[config.mk]
export PLATFORM = sky130hd
export DESIGN_NAME = bfly2_out_ser
export DESIGN_NICKNAME = d
export VERILOG_FILES = /design/src/rtl/bfly2_out_ser.sv
export SDC_FILE = /design/constraint.sdc
export NUM_CORES = 1
export LEC_CHECK = 0
export ABC_AREA = 0
export CAP_MARGIN = 20
export CORE_MARGIN = 3
export CORE_UTILIZATION = 45
export CTS_CLUSTER_DIAMETER = 40
export DETAILED_ROUTE_END_ITERATION = 8
export GPL_ROUTABILITY_DRIVEN = 0
export PLACE_DENSITY = 0.71
export SYNTH_ARGS = -nofsm -noshare
export SYNTH_HDL_FRONTEND = slang
export SYNTH_SLANG_ARGS = --single-unit
[constraint.sdc]
create_clock -name clk -period 2.34 [get_ports clk]
set_input_delay 0.468 -clock clk [delete_from_list [all_inputs] [get_ports clk]]
set_output_delay 0.468 -clock clk [all_outputs]
set_load 0.03 [all_outputs]
[src/rtl/bfly2_out_ser.sv]
// Output side of the radix-2 butterfly.
// Requantizes a (WIDTH+1)-bit result pair to WIDTH bits and streams the two words out serially.
module bfly2_out_ser #(
    parameter int SIG   = 1,
    parameter int INT   = 3,
    parameter int FLT   = 6,
    parameter int WIDTH = SIG + INT + FLT
) (
    input  logic               clk,
    input  logic               rstn,
    input  logic               in_valid,
    output logic               in_ready,
    input  logic signed [WIDTH:0]   din1_re,
    input  logic signed [WIDTH:0]   din1_im,
    input  logic signed [WIDTH:0]   din2_re,
    input  logic signed [WIDTH:0]   din2_im,
    input  logic               scale_en,
    output logic               out_valid,
    input  logic               out_ready,
    output logic signed [WIDTH-1:0] dout_re,
    output logic signed [WIDTH-1:0] dout_im,
    output logic               dout_idx,
    output logic               dout_sat
);

    localparam logic signed [WIDTH+1:0] MAXV = (WIDTH+2)'((2 ** (WIDTH - 1)) - 1);
    localparam logic signed [WIDTH+1:0] MINV = (WIDTH+2)'(-(2 ** (WIDTH - 1)));
    localparam logic signed [WIDTH+1:0] ONE  = (WIDTH+2)'(1);

    typedef enum logic [1:0] {IDLE, SEND1, SEND2} state_t;

    state_t state_q, state_d;

    logic signed [WIDTH-1:0] word1_re_q, word1_im_q, word2_re_q, word2_im_q;
    logic                    word1_sat_q, word2_sat_q;
    logic [WIDTH:0]          c1_re, c1_im, c2_re, c2_im;
    logic                    load;

    // Returns {sat, value}; the extra headroom bit keeps x+1 from overflowing.
    function automatic logic [WIDTH:0] requant(input logic signed [WIDTH:0] x,
                                               input logic scale);
        logic signed [WIDTH+1:0] xe;
        logic signed [WIDTH+1:0] t;
        logic                    sat;
        logic [WIDTH-1:0]        y;
        xe = {x[WIDTH], x};
        t  = scale ? ((xe + ONE) >>> 1) : xe;
        if (t > MAXV) begin
            y   = MAXV[WIDTH-1:0];
            sat = 1'b1;
        end else if (t < MINV) begin
            y   = MINV[WIDTH-1:0];
            sat = 1'b1;
        end else begin
            y   = t[WIDTH-1:0];
            sat = 1'b0;
        end
        return {sat, y};
    endfunction

    always_comb begin
        c1_re = requant(din1_re, scale_en);
        c1_im = requant(din1_im, scale_en);
        c2_re = requant(din2_re, scale_en);
        c2_im = requant(din2_im, scale_en);
    end

    assign load = in_valid & in_ready;

    always_ff @(posedge clk or negedge rstn) begin
        if (!rstn) begin
            state_q     <= IDLE;
            word1_re_q  <= '0;
            word1_im_q  <= '0;
            word1_sat_q <= 1'b0;
            word2_re_q  <= '0;
            word2_im_q  <= '0;
            word2_sat_q <= 1'b0;
        end else begin
            state_q <= state_d;
            if (load) begin
                word1_re_q  <= c1_re[WIDTH-1:0];
                word1_im_q  <= c1_im[WIDTH-1:0];
                word1_sat_q <= c1_re[WIDTH] | c1_im[WIDTH];
                word2_re_q  <= c2_re[WIDTH-1:0];
                word2_im_q  <= c2_im[WIDTH-1:0];
                word2_sat_q <= c2_re[WIDTH] | c2_im[WIDTH];
            end
        end
    end

    always_comb begin
        state_d = state_q;
        case (state_q)
            IDLE:    if (in_valid) state_d = SEND1;
            SEND1:   if (out_ready) state_d = SEND2;
            SEND2:   if (out_ready) state_d = in_valid ? SEND1 : IDLE;
            default: state_d = IDLE;
        endcase
    end

    // Ready in SEND2 follows out_ready so a new pair can chase word2 without a bubble.
    always_comb begin
        in_ready  = 1'b0;
        out_valid = 1'b0;
        dout_re   = word1_re_q;
        dout_im   = word1_im_q;
        dout_idx  = 1'b0;
        dout_sat  = word1_sat_q;
        case (state_q)
            IDLE: begin
                in_ready = 1'b1;
            end
            SEND1: begin
                out_valid = 1'b1;
            end
            SEND2: begin
                out_valid = 1'b1;
                in_ready  = out_ready;
                dout_re   = word2_re_q;
                dout_im   = word2_im_q;
                dout_idx  = 1'b1;
                dout_sat  = word2_sat_q;
            end
            default: begin
                in_ready = 1'b0;
            end
        endcase
    end

endmodule
==> results of run 1 <==
[per-layer routing]
metal	global-route usage [%]	vias to the layer above	routed length [um]
met5	0	-	0
met4	5.05	0	82
met3	1.91	7	527
met2	36.3	111	4760
met1	33.6	1802	5010
li1	-	1870	-
[cell families after synthesis]
group           after synthesis  share of synthesized area (%)
mux                          33                           10.3
simple gates                139                           19.5
flops                        44                           30.9
compound gates              148                           28.9
xor+xnor                      9                           2.21
fa+ha+maj                    10                           3.48
buf+inv                      39                           4.67
[cell usage in the layout, fill, tap and decap left out, drive strengths merged, types with 12 or more instances in the layout]
master / Yosys / routed
nand3: 20 / 20
clkbuf: 18 / 24
nor2: 22 / 22
a21oi: 29 / 29
clkdlybuf4s50: 0 / 47
buf: 9 / 90
o21ai: 39 / 39
nand2: 53 / 53
mux2: 26 / 26
dfrtp: 44 / 44
inv: 12 / 12
[flip-flops by register name, indices dropped and copies added (netlist names)]
register and cells:
word2_sat_q 1, word1_im_q 10, word2_im_q 10, word1_sat_q 1, state_q 2, word2_re_q 10, word1_re_q 10
[stage by stage]
step           power [mW]  cell area, um^2  hold slack [ns]  cells
5_1_grt              4.82             5000            0.285    659
6_report             4.55             5000            0.236    659
4_1_cts              4.58             5030            0.260    658
3_5_place_dp         4.14             4930            0.461    650
2_1_floorplan        3.01             3560            0.172    422
3_3_place_gp         4.08             4930            0.456    650
[worst max-delay path by stage]
| stage | startpoint | endpoint | slack [ns] | depth (start not counted) |
|---|---|---|---|---|
| floorplan | state_q[0]$_DFFE_PN0P_ | dout_re[0] | 0.004 | 5 |
| global placement | din1_re[0] | word1_re_q[7]$_DFFE_PN0P_ | -0.09 | 7 |
| detailed placement | din2_re[1] | word2_re_q[5]$_DFFE_PN0P_ | -0.17 | 8 |
| CTS | state_q[0]$_DFFE_PN0P_ | dout_im[6] | 0.002 | 5 |
| global route | state_q[0]$_DFFE_PN0P_ | dout_im[9] | 0.004 | 5 |
| finish | state_q[0]$_DFFE_PN0P_ | dout_im[9] | 0.07 | 5 |
[area by class of cell]
class                      instances  area [um^2]  share of cell area (%)
clock buffer                       6         72.6                    1.45
clock inverter                     2         35.0                   0.701
inverter                          12         45.0                   0.902
multi-input combinational        339         2310                    46.2
sequential                        44         1100                    22.0
tap                               99          124                    2.48
timing repair buffer             157         1310                    26.2
[repair_timing]
| item | in CTS | in global routing |
|---|---|---|
| cloned | 0 | 1 |
| pin swaps | 0 | 0 |
| setup endpoints to repair | 19 | 20 |
| resized for setup | 29 | 30 |
[report_power, final]
part,internal (mW),switching [mW]
logic,1.14,1.50
registers,1.13,0.213
clock network,0.317,0.253
[critical path: stages (launching register included)]
cell and delay (ns):
dfrtp_1 0.38, inv_1 0.08, ha_2 0.23, buf_12 0.16
mux2_2 0.37, clkdlybuf4s15_2 0.29
==> reports/results.txt, run 1 <==
DR iter-0 viols = 190
pwr dens = 910 nW/um^2
post-CTS setup buffer count = 0
Clock Sinks = 44
async set or reset register ratio after synthesis = 100%
post-synth top area cell = dfrtp_1
final setup vio count = 0
remaining global-route overflow = 0
CTS tree = done
worst-margin pin slew = 0.547 ns
final hold viol count = 0
Seq/Total Area, Yosys = 30.9%
Die Wd = 95.0 um
share of layout cells above drive strength 1 = 27.9%
Clock Pin Slew Worst Setup and Hold Paths = 0.08 ns
relative slew slack = 63.5%
flops & latches, synth = 44
Setup WS pre-CTS = -0.170 ns
top_reg_cell synth = dfrtp_1
clock skew = 0.00493 ns
Syn Inst Count = 422
worst vdd ir = 370 uV
FMAX = 440 MHz
routed vias/inst = 5.75
worst r2r src = state_q[0]$_DFFE_PN0P_
Mapped Nets = 480
Max-cap violations = 0
DRC = 0
drt total wl = 10,400 um
Site Rows = 31
# IOs = 73
status = completed
EDFF count, synth = 0
register-to-register setup slack = 0.35 ns
dpl hpwl = 8030 um
warnings from Yosys = 0
Pre-antenna DRT Iters = 6
crit path max fanout = 13
fillcell total = 642
final worst path period share = 97.2%
number of routed nets with antenna violations = 0
Final min period = 2.27 ns
Avg Cell Area, Syn = 8.44 um^2
vias in the first global route = 3,460
unrepaired setup endpoints after global routing = false
CP Launch Type = flip-flop
TNS Setup = 0 ns
most frequent cell after synthesis = nand2_1
critical path type = flip-flop to output port
H-Tree Depth = 2
crit path DAT = 1.81 ns
Clock Tree Buf Depth = 2
largest net degree at the start of global routing = 45
Hold-fix buffers, CTS = 0
synth-to-layout area growth = 40.2%
most frequent cells after synthesis = nand2_1 (52), dfrtp_1 (44), o21ai_0 (31)
post-layout util = 67.1%
setup ws final = 0.0662 ns
Max Slew Vio Count = 0
Unique masters post-synth = 68
FF-to-FF path depth = 9
clk_lat worst skew = 0.29 ns
top cell type's share of synthesized area = 30.9%
core area = 7450 um^2
GRT Util Overall = 22.8%
CTS root buf = clkbuf_8
capturing point of the worst reg2reg path = word1_im_q[1]$_DFFE_PN0P_
CTS Buf Count = 5
Initial Utilization = 47.8%
die height = 95.0 um
mapped cell area = 3560 um^2
Required @ worst endpoint = 1.87 ns
drt wl/cell = 15.7 um
first-pass GRT wire length = 16,400 um
initial antenna violation count = 0
nets = 617
worst hold path class = primary input to asynchronous set/reset pin
Leak Pwr = 2.15 nW
ranking of synthesized cells by area = dfrtp_1 (31%), mux2_2 (7.9%), nand2_1 (5.5%), o21ai_0 (4.4%), a21oi_1 (4.1%)
via count = 3,790
IO buf count = 72
die area = 9020 um^2
Ant. Diodes = 0
Crit. End Element = output port
No activity file was read; power rests on OpenSTA's default activity.
==> inputs of run 2 (changes only) <==
==> constraint.sdc (replaced) <==
create_clock -name clk -period 2.64 [get_ports clk]
set_input_delay 0.528 -clock clk [delete_from_list [all_inputs] [get_ports clk]]
set_output_delay 0.528 -clock clk [all_outputs]
set_load 0.03 [all_outputs]
==> run 2 against run 1 <==
Critical path depth stayed put. Critical endpoint is now dout_re[8]. Clock skew is 0.00092 ns higher. First-iteration DRC count is 25% higher. Routed wire length is 3.0% lower.
==> reports/results.txt, run 2 (same netlist as run 1, synthesis figures left out) <==
largest net degree at the start of global routing = 40
nets = 578
unrepaired setup endpoints after global routing = false
initial antenna violation count = 0
status = completed
Hold-fix buffers, CTS = 0
Final min period = 2.49 ns
clock skew = 0.00585 ns
final setup vio count = 0
via count = 3,633
CTS root buf = clkbuf_8
DR iter-0 viols = 238
Clock Pin Slew Worst Setup and Hold Paths = 0.08 ns
post-CTS setup buffer count = 0
critical path type = flip-flop to output port
TNS Setup = 0 ns
Leak Pwr = 1.99 nW
pwr dens = 852 nW/um^2
DRC = 0
Clock Sinks = 44
Max Slew Vio Count = 0
H-Tree Depth = 2
Initial Utilization = 47.8%
Die Wd = 95.0 um
number of routed nets with antenna violations = 0
share of layout cells above drive strength 1 = 18.3%
CTS tree = done
Ant. Diodes = 0
worst-margin pin slew = 0.482 ns
Pre-antenna DRT Iters = 7
# IOs = 73
relative slew slack = 67.7%
vias in the first global route = 3,388
IO buf count = 72
synth-to-layout area growth = 33.1%
worst vdd ir = 294 uV
Power, Total = 4.04 mW
fillcell total = 684
final hold viol count = 0
cts repair resizes = 21
Clock Tree Buf Depth = 2
final worst path period share = 94.1%
Max-cap violations = 0
FMAX = 402 MHz
remaining global-route overflow = 0
commonest non-fill, non-tap cells in the layout = nand2_1 (52), clkdlybuf4s50_1 (47), buf_4 (46)
drt wl/cell = 16.3 um
clk_lat worst skew = 0.30 ns
commonest non-fill, non-tap cell in the layout = nand2_1
routed vias/inst = 5.87
first-pass GRT wire length = 16,400 um
dpl hpwl = 7980 um
GRT Util Overall = 22.7%
CP Launch Type = flip-flop
Crit. End Element = output port
crit path max fanout = 14
Required @ worst endpoint = 2.11 ns
crit path DAT = 1.96 ns
drt total wl = 10,100 um
worst hold path class = primary input to asynchronous set/reset pin
Site Rows = 31
die area = 9020 um^2
die height = 95.0 um
core area = 7450 um^2
CTS Buf Count = 5
[run 2: cell count changes in the layout (fill, tap and decap cells not counted), moves of 2 or more]
cell             before  now
buf_4                85   46
dlygate4sd2_1         0   21
clkbuf_2             17    0
clkdlybuf4s15_2       2    0
[run 2: per-stage QoR]
| step | worst slack [ns] | hold slack (ns) | cells | cell area, um^2 | utilization (%) |
|---|---|---|---|---|---|
| finish | 0.155 | 0.124 | 619 | 4740 | 63.7 |
| global route | 0.0722 | 0.142 | 619 | 4740 | 63.7 |
| CTS | 0.138 | 0.128 | 619 | 4740 | 63.7 |
| detailed placement | 0.0345 | 0.449 | 612 | 4640 | 62.3 |
| global placement | 0.103 | 0.451 | 612 | 4640 | 62.3 |
| floorplan | 0.237 | 0.232 | 422 | 3560 | - |
[run 2: power by group]
part	internal [mW]	switching [mW]	leakage (nW)	total, mW
clock	0.372	0.222	0.0642	0.594
sequential	1.00	0.220	0.526	1.22
combinational	0.955	1.27	1.40	2.23
total	2.33	1.71	1.99	4.04
[run 2: path summary, 6_finish.rpt]
kind                                                start                         to  slack (ns)  depth (start not counted)
worst max-delay path               state_q[0]$_DFFE_PN0P_                 dout_re[8]        0.15                          5
worst min-delay path                                 rstn  word1_im_q[1]$_DFFE_PN0P_        0.12                          1
worst max register to register     state_q[0]$_DFFE_PN0P_    word2_sat_q$_DFFE_PN0P_        0.53                          9
worst min register to register  word2_im_q[3]$_DFFE_PN0P_  word2_im_q[3]$_DFFE_PN0P_        0.49                          2
max in group asynchronous                            rstn  word2_im_q[9]$_DFFE_PN0P_        1.92                          2
min in group clk                word2_im_q[3]$_DFFE_PN0P_  word2_im_q[3]$_DFFE_PN0P_        0.49                          2
[run 2: routing by layer]
| layer | vias to the layer above | GRT usage [%] | share of wire (%) |
|---|---|---|---|
| met5 | - | 0 | 0 |
| met4 | 0 | 6.13 | 1.4 |
| met2 | 108 | 35.2 | 45 |
| met1 | 1722 | 34.1 | 49 |
| met3 | 9 | 1.67 | 4.9 |
| li1 | 1794 | - | - |
[run 2: worst max-delay path, stage by stage (launching register included)]
cell and delay, ns:
dfrtp_1 0.44, inv_1 0.10, ha_1 0.17, buf_4 0.22, mux2_2 0.38, dlygate4sd2_1 0.36
[run 2: area by class of cell]
class	count	area, um^2	area share (%)
inverters	12	45.0	0.949
repair buffers	118	1050	22.1
clock inverters	2	60.1	1.27
multi-input cells	339	2300	48.4
well taps	99	124	2.61
flip-flops and latches	44	1100	23.2
clock buffers	5	68.8	1.45
==> inputs of run 3 (changes only) <==
==> constraint.sdc (replaced) <==
create_clock -name clk -period 2.3 [get_ports clk]
set_input_delay 0.46 -clock clk [delete_from_list [all_inputs] [get_ports clk]]
set_output_delay 0.46 -clock clk [all_outputs]
set_load 0.03 [all_outputs]
==> run 3 against run 2 <==
Register-to-register slack worse by 0.35 ns. Clock power down 16%. Setup slack worse by 0.097 ns. Sequential share of layout area down 1.4 points. Worst hold slack better by 0.11 ns. Power up 13%. First-iteration DRC count down 20%. Clock skew up 0.0026 ns. Via count up 3.9%. Non-clock buffer count up 37. Critical path depth unchanged. Die area unchanged. Critical path type unchanged.
==> reports/results.txt, run 3 (same netlist as run 1, synthesis figures left out) <==
CP Launch Type = flip-flop
# IOs = 73
CTS root buf = clkbuf_8
drt wl/cell = 15.4 um
Crit. End Element = output port
dpl hpwl = 7960 um
final hold viol count = 0
largest net degree at the start of global routing = 46
Die Wd = 95.0 um
crit path max fanout = 16
worst vdd ir = 375 uV
CP bufs+invs = 3
clk_lat worst skew = 0.30 ns
Pre-antenna DRT Iters = 5
initial antenna violation count = 0
CTS tree = done
commonest non-fill, non-tap cells in the layout = buf_4 (80), nand2_1 (52), clkdlybuf4s50_1 (45)
final setup vio count = 0
relative slew slack = 63.3%
met2 usage = 36.0%
remaining global-route overflow = 0
H-Tree Depth = 2
crit path DAT = 1.78 ns
routing usage on met1 = 33.6%
Clock Sinks = 44
Setup WS pre-CTS = -0.209 ns
Max Slew Vio Count = 0
routed vias/inst = 5.75
Required @ worst endpoint = 1.84 ns
critical path type = flip-flop to output port
drt total wl = 10,100 um
Top Usage Layer GRT = met2
Clock Pin Slew Worst Setup and Hold Paths = 0.08 ns
met3 Track Usage GR = 2.15%
vias in the first global route = 3,474
worst hold path class = primary input to asynchronous set/reset pin
Max-cap violations = 0
commonest non-fill, non-tap cell in the layout = buf_4
top cell family by delay on the critical path = buffers and inverters
nets = 615
Clock Tree Buf Depth = 2
synth-to-layout area growth = 42.0%
DR iter-0 viols = 190
Slowest-stage cell, CP = dfrtp_1
pwr dens = 906 nW/um^2
Leak Pwr = 2.16 nW
post-layout util = 67.9%
DRC = 0
worst r2r src = state_q[0]$_DFFE_PN0P_
number of routed nets with antenna violations = 0
final worst path period share = 97.5%
Initial Utilization = 47.8%
worst-margin pin slew = 0.551 ns
Site Rows = 31
Ant. Diodes = 0
CP Cell Sequence = inv_1 -> ha_4 -> buf_12 -> mux2_2 -> clkdlybuf4s15_2
Hold-fix buffers, CTS = 0
GRT Util Overall = 22.7%
Critical Path Start = state_q[0]$_DFFE_PN0P_
status = completed
Max stage delay on crit path = 0.38 ns
CTS Buf Count = 5
FMAX = 446 MHz
core area = 7450 um^2
die area = 9020 um^2
via count = 3,776
setup ws final = 0.0578 ns
die height = 95.0 um
share of layout cells above drive strength 1 = 27.8%
clock skew = 0.00849 ns
first-pass GRT wire length = 16,400 um
Final min period = 2.24 ns
IO buf count = 72
-- run 3: changes by cell type in the layout (fill, tap and decap cells not counted), sizes merged, moves of 6 or more --
cell and change:
buf +40, dlygate4sd2 -20, clkdlybuf4s15 +13, clkbuf +6
-- run 3: final timing paths --
path                       depth (start not counted)  slack (ns)                   endpoint
min in group clk                                   1        0.48  word2_re_q[9]$_DFFE_PN0P_
setup reg to reg                                   8        0.18  word1_re_q[7]$_DFFE_PN0P_
setup / recovery                                   5        0.06                 dout_re[6]
max in group asynchronous                          2        1.69  word2_re_q[5]$_DFFE_PN0P_
hold / removal                                     2        0.23  word2_re_q[9]$_DFFE_PN0P_
hold reg to reg                                    1        0.48  word2_re_q[9]$_DFFE_PN0P_
-- run 3: final cells by class --
cell class,count,area (um^2)
Multi-Input combinational cell,339,2330
Fill cell,662,2390
Timing Repair Buffer,155,1360
Sequential cell,44,1100
Clock buffer,7,86.3
Clock inverter,1,7.51
Inverter,12,45.0
Tap cell,99,124
-- run 3: worst register-to-register path: stages, from the launching register on --
cell and delay (ns):
dfrtp_1 0.38, inv_1 0.12, ha_4 0.18, buf_12 0.15, nand2_1 0.07, nand2_1 0.10
and2_1 0.44, buf_4 0.25, mux2_4 0.30
-- run 3: where the power goes --
part | internal (mW) | total (mW) | switching, mW
Sequential | 1.15 | 1.37 | 0.222
Clock | 0.244 | 0.496 | 0.252
Combinational | 1.22 | 2.72 | 1.50
-- run 3: what timing repair did --
item | in CTS | in global routing
gates resized for setup | 60 | 19
gates cloned | 0 | 0
pin swaps | 0 | 3
setup buffers | 0 | 1
endpoints found under the setup margin | 22 | 18
-- run 3: layer usage --
layer  wire length, um  share of wire [%]
met5                 0                  0
met4               117                1.2
met3               552                5.4
met2              4620                 46
met1              4850                 48
-- run 3: metrics by stage --
stage	instances	power (mW)	cell area (um^2)	hold WS, ns	setup TNS (ns)
detailed placement	648	4.22	4940	0.465	-2.98
CTS	656	4.65	5060	0.251	0
global placement	648	4.17	4940	0.455	-1.63
finish	657	4.58	5060	0.235	0
floorplan	422	3.07	3570	0.164	0
global route	657	4.91	5060	0.279	-0.000282
